**src/rtl/quad_step_decoder.sv**
```systemverilog
// Quadrature front end: 2-flop synchronizer, optional debounce (QUAD_STEP_DEBOUNCE_EN),
// Gray-sequence decoder with detent accumulator driving step/ud/err.
module quad_step_decoder #(
  parameter int DEBOUNCE_CYCLES  = 16,
  parameter int STEPS_PER_DETENT = 4
) (
  input  logic clk,
  input  logic rst,
  input  logic a_in,
  input  logic b_in,
  output logic step,
  output logic ud,
  output logic err
);

  typedef enum logic {ST_INIT, ST_RUN} state_t;

  localparam logic signed [3:0] ACC_MAX = 4'(STEPS_PER_DETENT - 1);
  localparam logic signed [3:0] ACC_MIN = -ACC_MAX;

  // Channel pairs are packed {A, B} throughout.
  logic [1:0] sync1_q, sync2_q;
  logic [1:0] filt;

  // NOTE: sequential state uses non-blocking (<=) so every flop samples pre-edge values.
  always_ff @(posedge clk or posedge rst) begin
    if (rst) begin
      sync1_q <= '0;
      sync2_q <= '0;
    end else begin
      sync1_q <= {a_in, b_in};
      sync2_q <= sync1_q;
    end
  end

`ifdef QUAD_STEP_DEBOUNCE_EN
  localparam logic [7:0] DB_LAST = 8'(DEBOUNCE_CYCLES - 1);

  logic [1:0]      filt_q, filt_d;
  logic [1:0][7:0] cnt_q, cnt_d;

  // NOTE: every always_comb output gets a default first, so no path can infer a latch.
  always_comb begin
    filt_d = filt_q;
    cnt_d  = cnt_q;
    for (int i = 0; i < 2; i++) begin
      if (sync2_q[i] == filt_q[i]) begin
        cnt_d[i] = '0;
      end else if (cnt_q[i] == DB_LAST) begin
        filt_d[i] = sync2_q[i];
        cnt_d[i]  = '0;
      end else begin
        cnt_d[i] = cnt_q[i] + 8'd1;
      end
    end
  end

  always_ff @(posedge clk or posedge rst) begin
    if (rst) begin
      filt_q <= '0;
      cnt_q  <= '0;
    end else begin
      filt_q <= filt_d;
      cnt_q  <= cnt_d;
    end
  end

  assign filt = filt_q;
`else
  assign filt = sync2_q;

  // Debounce length has no meaning in this build; keep it referenced.
  logic unused_db_cfg;
  assign unused_db_cfg = ^8'(DEBOUNCE_CYCLES);
`endif

  // Forward Gray successor: 00 -> 10 -> 11 -> 01 -> 00 (A leads B).
  function automatic logic [1:0] fwd_next(input logic [1:0] p);
    case (p)
      2'b00:   return 2'b10;
      2'b10:   return 2'b11;
      2'b11:   return 2'b01;
      default: return 2'b00;
    endcase
  endfunction

  state_t            state_q, state_d;
  logic [1:0]        prev_q, prev_d;
  logic [1:0]        stable_q, stable_d;
  logic signed [3:0] acc_q, acc_d;
  logic              step_q, step_d;
  logic              err_q, err_d;
  logic              ud_q, ud_d;

  always_comb begin
    state_d  = state_q;
    prev_d   = filt;
    stable_d = stable_q;
    acc_d    = acc_q;
    step_d   = 1'b0;
    err_d    = 1'b0;
    ud_d     = ud_q;
    case (state_q)
      ST_INIT: begin
        // Wait for 4 quiet cycles so the level at reset release never counts.
        if (filt != prev_q) begin
          stable_d = '0;
        end else if (stable_q == 2'd3) begin
          state_d  = ST_RUN;
          stable_d = '0;
        end else begin
          stable_d = stable_q + 2'd1;
        end
      end
      default: begin
        if (filt == ~prev_q) begin
          err_d = 1'b1;
          acc_d = '0;
        end else if (filt == fwd_next(prev_q)) begin
          if (acc_q == ACC_MAX) begin
            acc_d  = '0;
            step_d = 1'b1;
            ud_d   = 1'b1;
          end else begin
            acc_d = acc_q + 4'sd1;
          end
        end else if (prev_q == fwd_next(filt)) begin
          if (acc_q == ACC_MIN) begin
            acc_d  = '0;
            step_d = 1'b1;
            ud_d   = 1'b0;
          end else begin
            acc_d = acc_q - 4'sd1;
          end
        end
      end
    endcase
  end

  always_ff @(posedge clk or posedge rst) begin
    if (rst) begin
      state_q  <= ST_INIT;
      prev_q   <= '0;
      stable_q <= '0;
      acc_q    <= '0;
      step_q   <= 1'b0;
      err_q    <= 1'b0;
      ud_q     <= 1'b1;
    end else begin
      state_q  <= state_d;
      prev_q   <= prev_d;
      stable_q <= stable_d;
      acc_q    <= acc_d;
      step_q   <= step_d;
      err_q    <= err_d;
      ud_q     <= ud_d;
    end
  end

  assign step = step_q;
  assign err  = err_q;
  assign ud   = ud_q;

endmodule

```
**config.mk**
```make
export PLATFORM = sky130hd
export DESIGN_NAME = quad_step_decoder
export DESIGN_NICKNAME = d
export VERILOG_FILES = /design/src/rtl/quad_step_decoder.sv
export SDC_FILE = /design/constraint.sdc
export NUM_CORES = 1
export LEC_CHECK = 0
export ABC_AREA = 1
export BUFFER_PORTS_ARGS = -buffer_cell sky130_fd_sc_hd__buf_2
export CAP_MARGIN = 20
export CORE_MARGIN = 2
export CORE_UTILIZATION = 51
export CTS_CLUSTER_SIZE = 20
export DETAILED_ROUTE_END_ITERATION = 10
export GPL_TIMING_DRIVEN = 1
export PLACE_DENSITY = 0.72
export SYNTH_ARGS = -nofsm -noshare
export SYNTH_HDL_FRONTEND = slang
export SYNTH_SLANG_ARGS = --single-unit
```
**constraint.sdc**
```tcl
create_clock -name clk -period 1.2 [get_ports clk]
set_clock_uncertainty 0.1 [all_clocks]
set_input_delay 0 -clock clk [delete_from_list [all_inputs] [get_ports clk]]
set_output_delay 0 -clock clk [all_outputs]
set_load 0.1 [all_outputs]
```
==> results of run 1 <==
[critical path: stages (launching register included)]
cell and delay (ns):
dfrtp_1 0.42, buf_6 0.14, buf_6 0.12, nor2_4 0.08, nand3_1 0.10, nand3_1 0.10
nand2_1 0.06, nand3_1 0.08, nand2_1 0.05
[per-layer routing]
layer,routed length [µm],global-route usage (%)
met1,801,26.23
met2,941,35.21
met3,51,2.381
met4,37,8.824
met5,0,0
[worst min path at each step]
stage	end	slack, ns	depth (start not counted)
global route	sync1_q[1]$_DFF_PP0_	0.25	2
detailed placement	sync1_q[1]$_DFF_PP0_	-0.02	2
floorplan	acc_q[0]$_DFFE_PP0P_	-0.19	1
global placement	sync1_q[0]$_DFF_PP0_	-0.03	2
finish	step$_DFF_PP0_	0.22	3
CTS	stable_q[1]$_DFFE_PP0N_	0.23	3
[metrics by stage]
stage	setup slack [ns]	power (mW)	instances	cell area (µm²)
3_3_place_gp	-0.1182	1.402	127	977.2
3_5_place_dp	-0.1356	1.423	127	977.2
5_1_grt	-0.1785	2.170	135	1170
2_1_floorplan	-0.05359	1.240	100	874.6
6_report	-0.1558	2.051	135	1170
4_1_cts	-0.08651	1.943	135	1127
[flip-flops by register name, summed over array words and instances, names as in the netlist, 2 cells and up]
name / count
acc_q: 4
filt: 2
prev_q: 2
stable_q: 2
sync1_q: 2
[cells in the final DEF, fill, tap and decap left out]
cell / Yosys / routed
buf_12: 0 / 1
nand2_4: 3 / 7
o21ai_2: 0 / 1
buf_4: 1 / 3
nand2_2: 8 / 9
dlygate4sd3_1: 0 / 3
clkbuf_4: 0 / 3
inv_2: 3 / 7
buf_2: 0 / 5
ha_1: 4 / 1
buf_6: 0 / 4
xor2_1: 3 / 3
nor2_8: 1 / 1
inv_1: 11 / 7
nor2_1: 3 / 1
clkinv_2: 0 / 1
o21ai_1: 0 / 1
nor2_4: 1 / 2
nand3_2: 2 / 3
clkbuf_8: 0 / 1
dfrtp_2: 0 / 3
nand4_1: 1 / 1
dfrtp_1: 15 / 12
xnor2_2: 0 / 1
nand2_1: 28 / 23
nand3_1: 9 / 7
o22ai_1: 1 / 1
nor2_2: 0 / 1
nor3_1: 1 / 1
ha_2: 0 / 1
nand3_4: 0 / 1
ha_4: 0 / 2
dfstp_2: 1 / 1
[cell type report]
cell class                 count  share of cell area [%]
tap                           16                   1.711
multi-input combinational     68                   43.42
clock buffer                   4                   3.102
timing repair buffer          16                   12.19
inverter                      15                   4.920
sequential                    16                   34.65
[report_power, final]
| group | internal, mW | switching (mW) | total (mW) |
|---|---|---|---|
| clock | 0.185 | 0.165 | 0.349 |
| sequential | 0.634 | 0.175 | 0.809 |
| combinational | 0.416 | 0.477 | 0.893 |
[logic make-up after synthesis]
kind of cell | after synthesis | synth area share (%)
fa+ha+maj | 4 | 5.723
xor+xnor | 4 | 4.006
compound gates | 3 | 1.860
simple gates | 57 | 35.19
buf+inv | 16 | 7.296
flops | 16 | 45.92
[timing repair]
item                                   4_1_cts  5_1_grt
buffers inserted                             1        0
resized for setup                           21       15
pin swaps                                    2        8
setup endpoints to repair                    7       10
endpoints found under the hold margin       17        0
hold buffers                                 3        0
==> metrics.csv, run 1 <==
stage,metric,value,unit
run_status,status,"complete, but fails checks",
run_status,failed_checks,negative setup slack,
cells_and_area,multi_input_area,508.0,µm²
critical_path,crit_type,reg2reg,
synth,ys_types,21,
placed_design,port_buffers,6,
clocking,clkLatencyLatePin,0.28,ns
timing,rsz0062_at_grt,true,
power_and_ir_drop,irDropWorstVdd,1.059,mV
routing,via_per_inst,5.156,
job,maxCapViolCount,0,
timing,layout_min_cycle_time,1.356,ns
routing,wl_per_cell,13.57,µm
global_routing,grt_pass1_wl,2960,µm
critical_path,critical_path.max_fanout,3,
floorplan,rows,14,
hold_path,min_path_type,in2async,
timing,relSlewSlack,60.88,%
synth,post-synth-top-count-cell,nand2_1,
critical_path,reg2reg_depth,8,
critical_path,r2r_end,acc_q[3]$_DFFE_PP0P_,
floorplan,dieArea,2062,µm²
synth,avgSynthCellArea,8.746,µm²
synth,ys_ff_latch,16,
routing,drc,0,
global_routing,grt_overflow_total,0,
clocking,cts_max_level,1,
critical_path,worst_setup_path_end_kind,flop,
placed_design,routabilityCongestion,0.7462,
floorplan,core,1559,µm²
power_and_ir_drop,pwr_density_cell,1753,nW/µm²
routing,final_antenna_net_count,0,
floorplan,dieWidth,45.41,µm
cells_and_area,fillers,104,
synth,syn_inst,100,
synth,ys_top_cells_by_area,"dfrtp_1, nand2_1, ha_1",
routing,vias,696,
synth,synth_area,874.6,µm²
critical_path,r2r_start,acc_q[1]$_DFFE_PP0P_,
routing,totalWireLength,1832,µm
critical_path,cp-endpoint,acc_q[3]$_DFFE_PP0P_,
synth,ys_seq_area_share,45.92,%
timing,fmax,737.6,MHz
power_and_ir_drop,p_leak,0.5943,nW
critical_path,crit_required,1.28,ns
timing,hold-worst-slack,0.2172,ns
synth,ys.flop_type,dfrtp_1,
timing,drv_slew,0,
synth,yosysWarnings,0,
floorplan,chipHeight,45.41,µm
floorplan,initial_utilization,56.10,%
clocking,cts_root_buffer,clkbuf_4,
critical_path,critPathLaunchType,flop,
synth,synth_top_cell_area_share,42.92,%
critical_path,cp.arrival,1.44,ns
routing,dr.first_iter.drc_count,11,
timing,worst_slack,-0.1558,ns
critical_path,rrSetupSlack,-0.16,ns
timing,worstMarginPinSlew,0.5861,ns
clocking,clkTransAtPathRegs,0.09,ns
cells_and_area,seqCellArea,405.4,µm²
cells_and_area,areaGrowthSynthToFinish,33.76,%
global_routing,grt_pass1_vias,681,
timing,setup_tns,-0.5687,ns
synth,yosysTopAreaCell,dfrtp_1,
global_routing,grt_usage,20.63,%
cells_and_area,nets,128,
timing,fin_crit_sh,113.0,%
clocking,cts_buffer_depth,2,
routing,dr.pass1.iters,4,
floorplan,pin_count,7,
global_routing,antenna_found_initial,0,
global_routing,grt_max_degree,17,
clocking,cts_tree,yes,
synth,synthArstFlopShare,100.0,%
synth,syn_nets,108,
clocking,cts_made_buffers,3,
clocking,clock_sinks,16,
synth,synth_commonest_cells,"nand2_1, dfrtp_1, inv_1, nand3_1, nand2_2",
placed_design,dp.final_hpwl,1149,µm
synth,synth-edff-count,0,
timing,finalSetupViolCount,6,
cells_and_area,drive_gt1_share,48.74,%
cells_and_area,n_antenna_cell,0,
cells_and_area,utilization,75.04,%
timing,finalHoldViolCount,0,
critical_path,critPathLaunch,acc_q[1]$_DFFE_PP0P_,
No activity file was read; power rests on OpenSTA's default activity.
==> run 2, diff against run 1 <==
- CORE_UTILIZATION: 51 -> 45
- GPL_ROUTABILITY_DRIVEN: not set -> 1
- GPL_TIMING_DRIVEN: 1 -> 0
- PLACE_DENSITY: 0.72 -> 0.65
==> run 2 against run 1 <==
- the run still ends with negative setup slack left
- clock-buffer cell count unchanged
- global-route usage decreased by 5.5 points
- die area increased by 12%
- register-to-register slack improved by 0.09 ns
- first-iteration DRC count unchanged
- wire length decreased by 19%
- via count decreased by 4.7%
- clock power increased by 1%
- critical path depth increased by 1
- largest cell class unchanged
- largest power group unchanged
==> metrics.csv, run 2 (synthesized netlist as in run 1, its figures left out) <==
stage,metric,value,unit,change
run_status,status,"complete, but fails checks",,
run_status,failed_checks,negative setup slack,,
critical_path,cp.arrival,1.40,ns,-0.04 ns
clocking,cts_root_buffer,clkbuf_4,,
cells_and_area,regMostFlops,acc_q,,
timing,layout_min_cycle_time,1.268,ns,-0.08810 ns
clocking,clock_sinks,16,,unchanged
global_routing,antenna_found_initial,0,,unchanged
routing,dr.pass1.iters,4,,unchanged
cells_and_area,largest_reg_flops,4,,unchanged
floorplan,dieArea,2312,µm²,+12%
clocking,cts_tree,yes,,
routing,drc,0,,unchanged
cells_and_area,drive_gt1_share,41.03,%,-7.7 points
cells_and_area,n_antenna_cell,0,,unchanged
critical_path,critPathLaunchType,flop,,
critical_path,crit_required,1.33,ns,+0.05 ns
clocking,clkLatencyLatePin,0.28,ns,about the same
cells_and_area,areaGrowthSynthToFinish,26.47,%,
floorplan,rows,15,,+1
placed_design,dp_cells,131,,+3.1%
cells_and_area,layout.cells.non_filler,142,,+5.2%
clocking,cts_made_buffers,3,,unchanged
floorplan,core,1783,µm²,+14%
routing,vias,663,,-4.7%
timing,setup_tns,-0.2538,ns,+0.3149 ns
critical_path,worst_setup_path_end_kind,flop,,
clocking,cts_buffer_depth,2,,unchanged
critical_path,crit_type,reg2reg,,
routing,dr.first_iter.drc_count,11,,unchanged
cells_and_area,fillers,144,,+38%
timing,fin_crit_sh,105.6,%,-7.3 points
cells_and_area,layout_commonest_cell,nand2_1,,
routing,via_per_inst,4.669,,-9.4%
timing,worst_slack,-0.06772,ns,+0.08810 ns
global_routing,grt_max_degree,17,,unchanged
global_routing,grt_pass1_vias,587,,-14%
floorplan,dieWidth,48.09,µm,+5.9%
routing,wl_per_cell,10.42,µm,-23%
timing,relSlewSlack,60.79,%,-0.089 points
clocking,cts_max_level,1,,unchanged
clocking,clkTransAtPathRegs,0.09,ns,about the same
global_routing,grt_pass1_wl,2339,µm,-21%
cells_and_area,nets,126,,-1.6%
cells_and_area,layout_common_cells,"nand2_1, dfrtp_1, inv_1, nand2_2, nand3_1",,
power_and_ir_drop,pwr_density_cell,1669,nW/µm²,-4.8%
global_routing,grt_overflow_total,0,,unchanged
power_and_ir_drop,total_power,1.846,mW,-10%
global_routing,grt_usage,15.13,%,-5.5 points
routing,totalWireLength,1480,µm,-19%
power_and_ir_drop,irDropWorstVdd,0.8550,mV,-19%
timing,finalSetupViolCount,6,,unchanged
timing,fmax,788.8,MHz,+6.9%
timing,worstMarginPinSlew,0.5875,ns,+0.001327 ns
timing,rsz0062_at_grt,true,,
timing,drv_slew,0,,unchanged
routing,final_antenna_net_count,0,,unchanged
floorplan,initial_utilization,49.05,%,-7.0 points
critical_path,critical_path.max_fanout,4,,+1
floorplan,pin_count,7,,unchanged
floorplan,chipHeight,48.09,µm,+5.9%
placed_design,port_buffers,6,,unchanged
placed_design,dp.final_hpwl,1029,µm,-10%
hold_path,min_path_type,in2async,,
power_and_ir_drop,p_leak,0.5749,nW,-3.3%
timing,finalHoldViolCount,0,,unchanged
placed_design,post-place-ws,-0.1292,ns,+0.006421 ns
placed_design,routabilityCongestion,0.7636,,+2.3%
job,maxCapViolCount,0,,unchanged
## run 2: final timing paths
kind	startpoint	to	slack [ns]	cells past startpoint
setup / recovery	acc_q[1]$_DFFE_PP0P_	ud$_DFFE_PP1P_	-0.07	9
hold / removal	rst	state_q$_DFF_PP0_	0.21	3
setup reg to reg	acc_q[1]$_DFFE_PP0P_	ud$_DFFE_PP1P_	-0.07	9
hold reg to reg	sync1_q[1]$_DFF_PP0_	filt[1]$_DFF_PP0_	0.25	0
max in group asynchronous	rst	filt[1]$_DFF_PP0_	0.38	3
min in group clk	sync1_q[1]$_DFF_PP0_	filt[1]$_DFF_PP0_	0.25	0
## run 2: layer usage
metal / up-vias / wire length (µm) / global-route usage (%)
met4: 0 / 15 / 6.486
met5: - / 0 / 0
met1: 309 / 660 / 19.10
met3: 2 / 61 / 4.528
li1: 341 / - / -
met2: 11 / 743 / 24.00
## run 2: critical path: stages (launching register included)
cell,delay (ns)
dfrtp_1,0.43
inv_2,0.09
ha_4,0.13
nand3_4,0.07
clkinv_2,0.06
nand3_2,0.07
nand2_2,0.08
nand3_2,0.06
nand2_1,0.07
nand2_1,0.04
## run 2: area by class of cell
class	count	area, µm²	area share [%]
timing repair buffer	13	100.1	9.050
multi-input combinational	68	469.2	42.42
tap	25	31.28	2.828
inverter	15	57.56	5.204
sequential	16	404.1	36.54
clock buffer	4	36.28	3.281
buffer	1	7.507	0.6787
## run 2: report_power, final
part           leakage, nW  total (mW)  switching (mW)  internal (mW)
sequential           0.199       0.741           0.111          0.631
combinational        0.355       0.750           0.418          0.333
clock               0.0210       0.354           0.170          0.185
## run 2: metrics by stage
stage	utilization, %	hold slack (ns)	area (µm²)
2_1_floorplan	-	-0.1870	874.6
3_3_place_gp	52.49	-0.01150	935.9
3_5_place_dp	52.49	-0.006262	935.9
4_1_cts	60.21	0.2271	1074
5_1_grt	62.04	0.2508	1106
6_report	62.04	0.2074	1106
## run 2: timing repair
item,CTS,global route
cloned,0,0
resized for setup,15,8
hold buffers,3,0
hold endpoints to repair,17,0
endpoints found under the setup margin,7,9
pin swaps,7,6
buffers inserted,3,1
==> run 3, diff against run 2 <==
- CTS_BUF_LIST: not set -> sky130_fd_sc_hd__clkbuf_16
- clock period: 1.2 -> 1.05 ns (I/O delays scaled with it)
==> run 3 against run 2 <==
- the flow still finishes with violations (negative setup slack)
- clock-buffer cell count fell by 1
- die area unchanged
- setup slack lost 0.21 ns
- sequential share of layout area decreased by 3.6 points
- total power grew 42%
- first-iteration DRC count is 18% lower
- register-to-register slack lost 0.21 ns
- via count up 4.7%
- fmax down 4.3%
- largest power group unchanged
- highest routed layer unchanged
==> metrics.csv, run 3 (synthesized netlist as in run 1, its figures left out) <==
stage,metric,value,unit,change
run_status,status,"complete, but fails checks",,
run_status,failed_checks,negative setup slack,,
critical_path,crit_type,reg2reg,,
clocking,cts_root_buffer,clkbuf_16,,
global_routing,grt_pass1_vias,674,,+15%
clocking,clkLatencyLatePin,0.25,ns,-0.03 ns
global_routing,grt_usage,18.05,%,+2.9 points
global_routing,grt_pass1_wl,2794,µm,+19%
global_routing,gr-max-usage-layer,met2,,
critical_path,critical_path.max_fanout,4,,unchanged
floorplan,dieArea,2312,µm²,unchanged
cells_and_area,layout_common_cells,"nand2_1, nand2_2, dfrtp_1, inv_1",,
clocking,clock_sinks,16,,unchanged
cells_and_area,layout.cells.non_filler,144,,+1.4%
routing,final_antenna_net_count,0,,unchanged
floorplan,chipHeight,48.09,µm,unchanged
clocking,cts_buffer_depth,2,,unchanged
critical_path,crit_chain,inv_2 > nand2_2 > nand2_4 > inv_1 > nand2_2 > nand2_1 > nand2_1 > nand3_1 > nand2_1,,
placed_design,placed_cell_area,935.9,µm²,unchanged
cells_and_area,largest_reg_flops,4,,unchanged
global_routing,grtUsageMet2,28.00,%,+4.0 points
floorplan,initial_utilization,49.05,%,unchanged
clocking,clkTransAtPathRegs,0.05,ns,-0.04 ns
global_routing,met3_usage,4.528,%,unchanged
timing,worstMarginPinSlew,0.5951,ns,+0.007676 ns
power_and_ir_drop,p_comb_share,37.3,%,-3.3 points
floorplan,pin_count,7,,unchanged
critical_path,slowest_stage,dfrtp_2,,
power_and_ir_drop,p_sw_share,37.06,%,-0.77 points
floorplan,core,1783,µm²,unchanged
critical_path,max_stage_delay,0.44,ns,about the same
routing,via_per_inst,4.819,,+3.2%
power_and_ir_drop,irDropWorstVdd,1.572,mV,+84%
cells_and_area,layout_commonest_cell,nand2_1,,
cells_and_area,utilization,69.40,%,+7.4 points
placed_design,dp.final_hpwl,1052,µm,+2.3%
routing,totalWireLength,1884,µm,+27%
critical_path,critPathLaunchType,flop,,
critical_path,crit_required,1.13,ns,-0.20 ns
routing,wl_per_cell,13.08,µm,+26%
critical_path,crit_top_cell,nand2_1,,
job,maxCapViolCount,0,,unchanged
routing,vias,694,,+4.7%
power_and_ir_drop,pwr-share-seq,33.8,%,-6.4 points
clocking,cts_tree,yes,,
critical_path,worst_setup_path_end_kind,flop,,
critical_path,cp.arrival,1.41,ns,about the same
cells_and_area,areaGrowthSynthToFinish,41.49,%,
power_and_ir_drop,internal-power,1.655,mW,+44%
timing,fin_crit_sh,126.2,%,+21 points
timing,fmax,754.9,MHz,-4.3%
timing,finalSetupViolCount,10,,+4
clocking,cts_max_level,1,,unchanged
power_and_ir_drop,power_frac_clock,28.9,%,+9.7 points
power_and_ir_drop,p_sw,0.9745,mW,+40%
routing,dr.pass1.iters,4,,unchanged
clocking,cts_made_buffers,3,,unchanged
placed_design,port_buffers,6,,unchanged
floorplan,dieWidth,48.09,µm,unchanged
global_routing,grt_use_met1,23.71,%,+4.6 points
power_and_ir_drop,p_leak,0.6068,nW,+5.6%
cells_and_area,nets,128,,+1.6%
global_routing,antenna_found_initial,0,,unchanged
hold_path,min_path_type,reg2reg,,
floorplan,rows,15,,unchanged
global_routing,grt_max_degree,17,,unchanged
cells_and_area,regMostFlops,acc_q,,
timing,rsz0062_at_grt,true,,
timing,layout_min_cycle_time,1.325,ns,+0.05689 ns
critical_path,rrSetupSlack,-0.27,ns,-0.21 ns
cells_and_area,design_area,1237,µm²,+12%
power_and_ir_drop,pwr_density_cell,2125,nW/µm²,+27%
timing,relSlewSlack,60.28,%,-0.51 points
cells_and_area,n_antenna_cell,0,,unchanged
placed_design,dp_cells,131,,unchanged
timing,worst_slack,-0.2746,ns,-0.2069 ns
timing,drv_slew,0,,unchanged
cells_and_area,drive_gt1_share,52.94,%,+12 points
routing,drc,0,,unchanged
global_routing,grt_overflow_total,0,,unchanged
timing,finalHoldViolCount,0,,unchanged
placed_design,routabilityCongestion,0.7639,,about the same
routing,dr.first_iter.drc_count,9,,-2
==> run 3: metal layers <==
layer,share of wire [%],vias to the layer above
li1,-,347
met1,45,337
met2,51,8
met3,2.1,2
met4,1.2,0
met5,0,-
==> run 3: final cells by class <==
cell class	count	area, µm²
repair buffers	15	136.4
fillers	135	545.5
clock buffers	3	75.07
inverters	15	57.56
plain buffers	1	7.507
flip-flops and latches	16	407.9
clock inverters	1	3.754
multi-input cells	68	518.0
well taps	25	31.28
==> run 3: stage by stage <==
step	hold slack (ns)	setup slack [ns]	setup TNS [ns]	total power [mW]
global route	0.2600	-0.3380	-2.255	2.758
detailed placement	-0.001838	-0.3108	-1.496	1.537
floorplan	-0.1870	-0.2036	-0.8583	1.417
finish	0.2458	-0.2746	-1.668	2.630
CTS	0.2458	-0.2427	-1.751	2.486
global placement	-0.01120	-0.2709	-1.331	1.517
==> run 3: power groups by stage <==
stage / combinational [mW] / sequential (mW) / clock (mW)
floorplan: 0.541 / 0.876 / 0
global placement: 0.687 / 0.830 / 0
detailed placement: 0.701 / 0.836 / 0
CTS: 0.874 / 0.865 / 0.747
global route: 1.07 / 0.899 / 0.787
finish: 0.980 / 0.889 / 0.761
==> run 3: what timing repair did <==
item,CTS,global route
hold buffers,3,0
buffers inserted,5,2
endpoints found under the setup margin,10,11
pin swaps,11,13
hold endpoints to repair,17,0
gates resized for setup,29,19
==> run 3: worst paths after layout <==
| kind | start | to | cells past startpoint |
|---|---|---|---|
| setup reg to reg | filt[1]$_DFF_PP0_ | acc_q[0]$_DFFE_PP0P_ | 9 |
| hold reg to reg | sync1_q[1]$_DFF_PP0_ | filt[1]$_DFF_PP0_ | 0 |
| setup / recovery | filt[1]$_DFF_PP0_ | acc_q[0]$_DFFE_PP0P_ | 9 |
| min in group asynchronous | rst | err$_DFF_PP0_ | 3 |
| max in group asynchronous | rst | acc_q[0]$_DFFE_PP0P_ | 3 |
| hold / removal | sync1_q[1]$_DFF_PP0_ | filt[1]$_DFF_PP0_ | 0 |
==> run 3: worst max-delay path: cells and delay by family, from the launching register on <==
| kind | cells | cell delay [ns] |
|---|---|---|
| buf+inv | 2 | 0.14 |
| flops | 1 | 0.44 |
| simple gates | 7 | 0.56 |
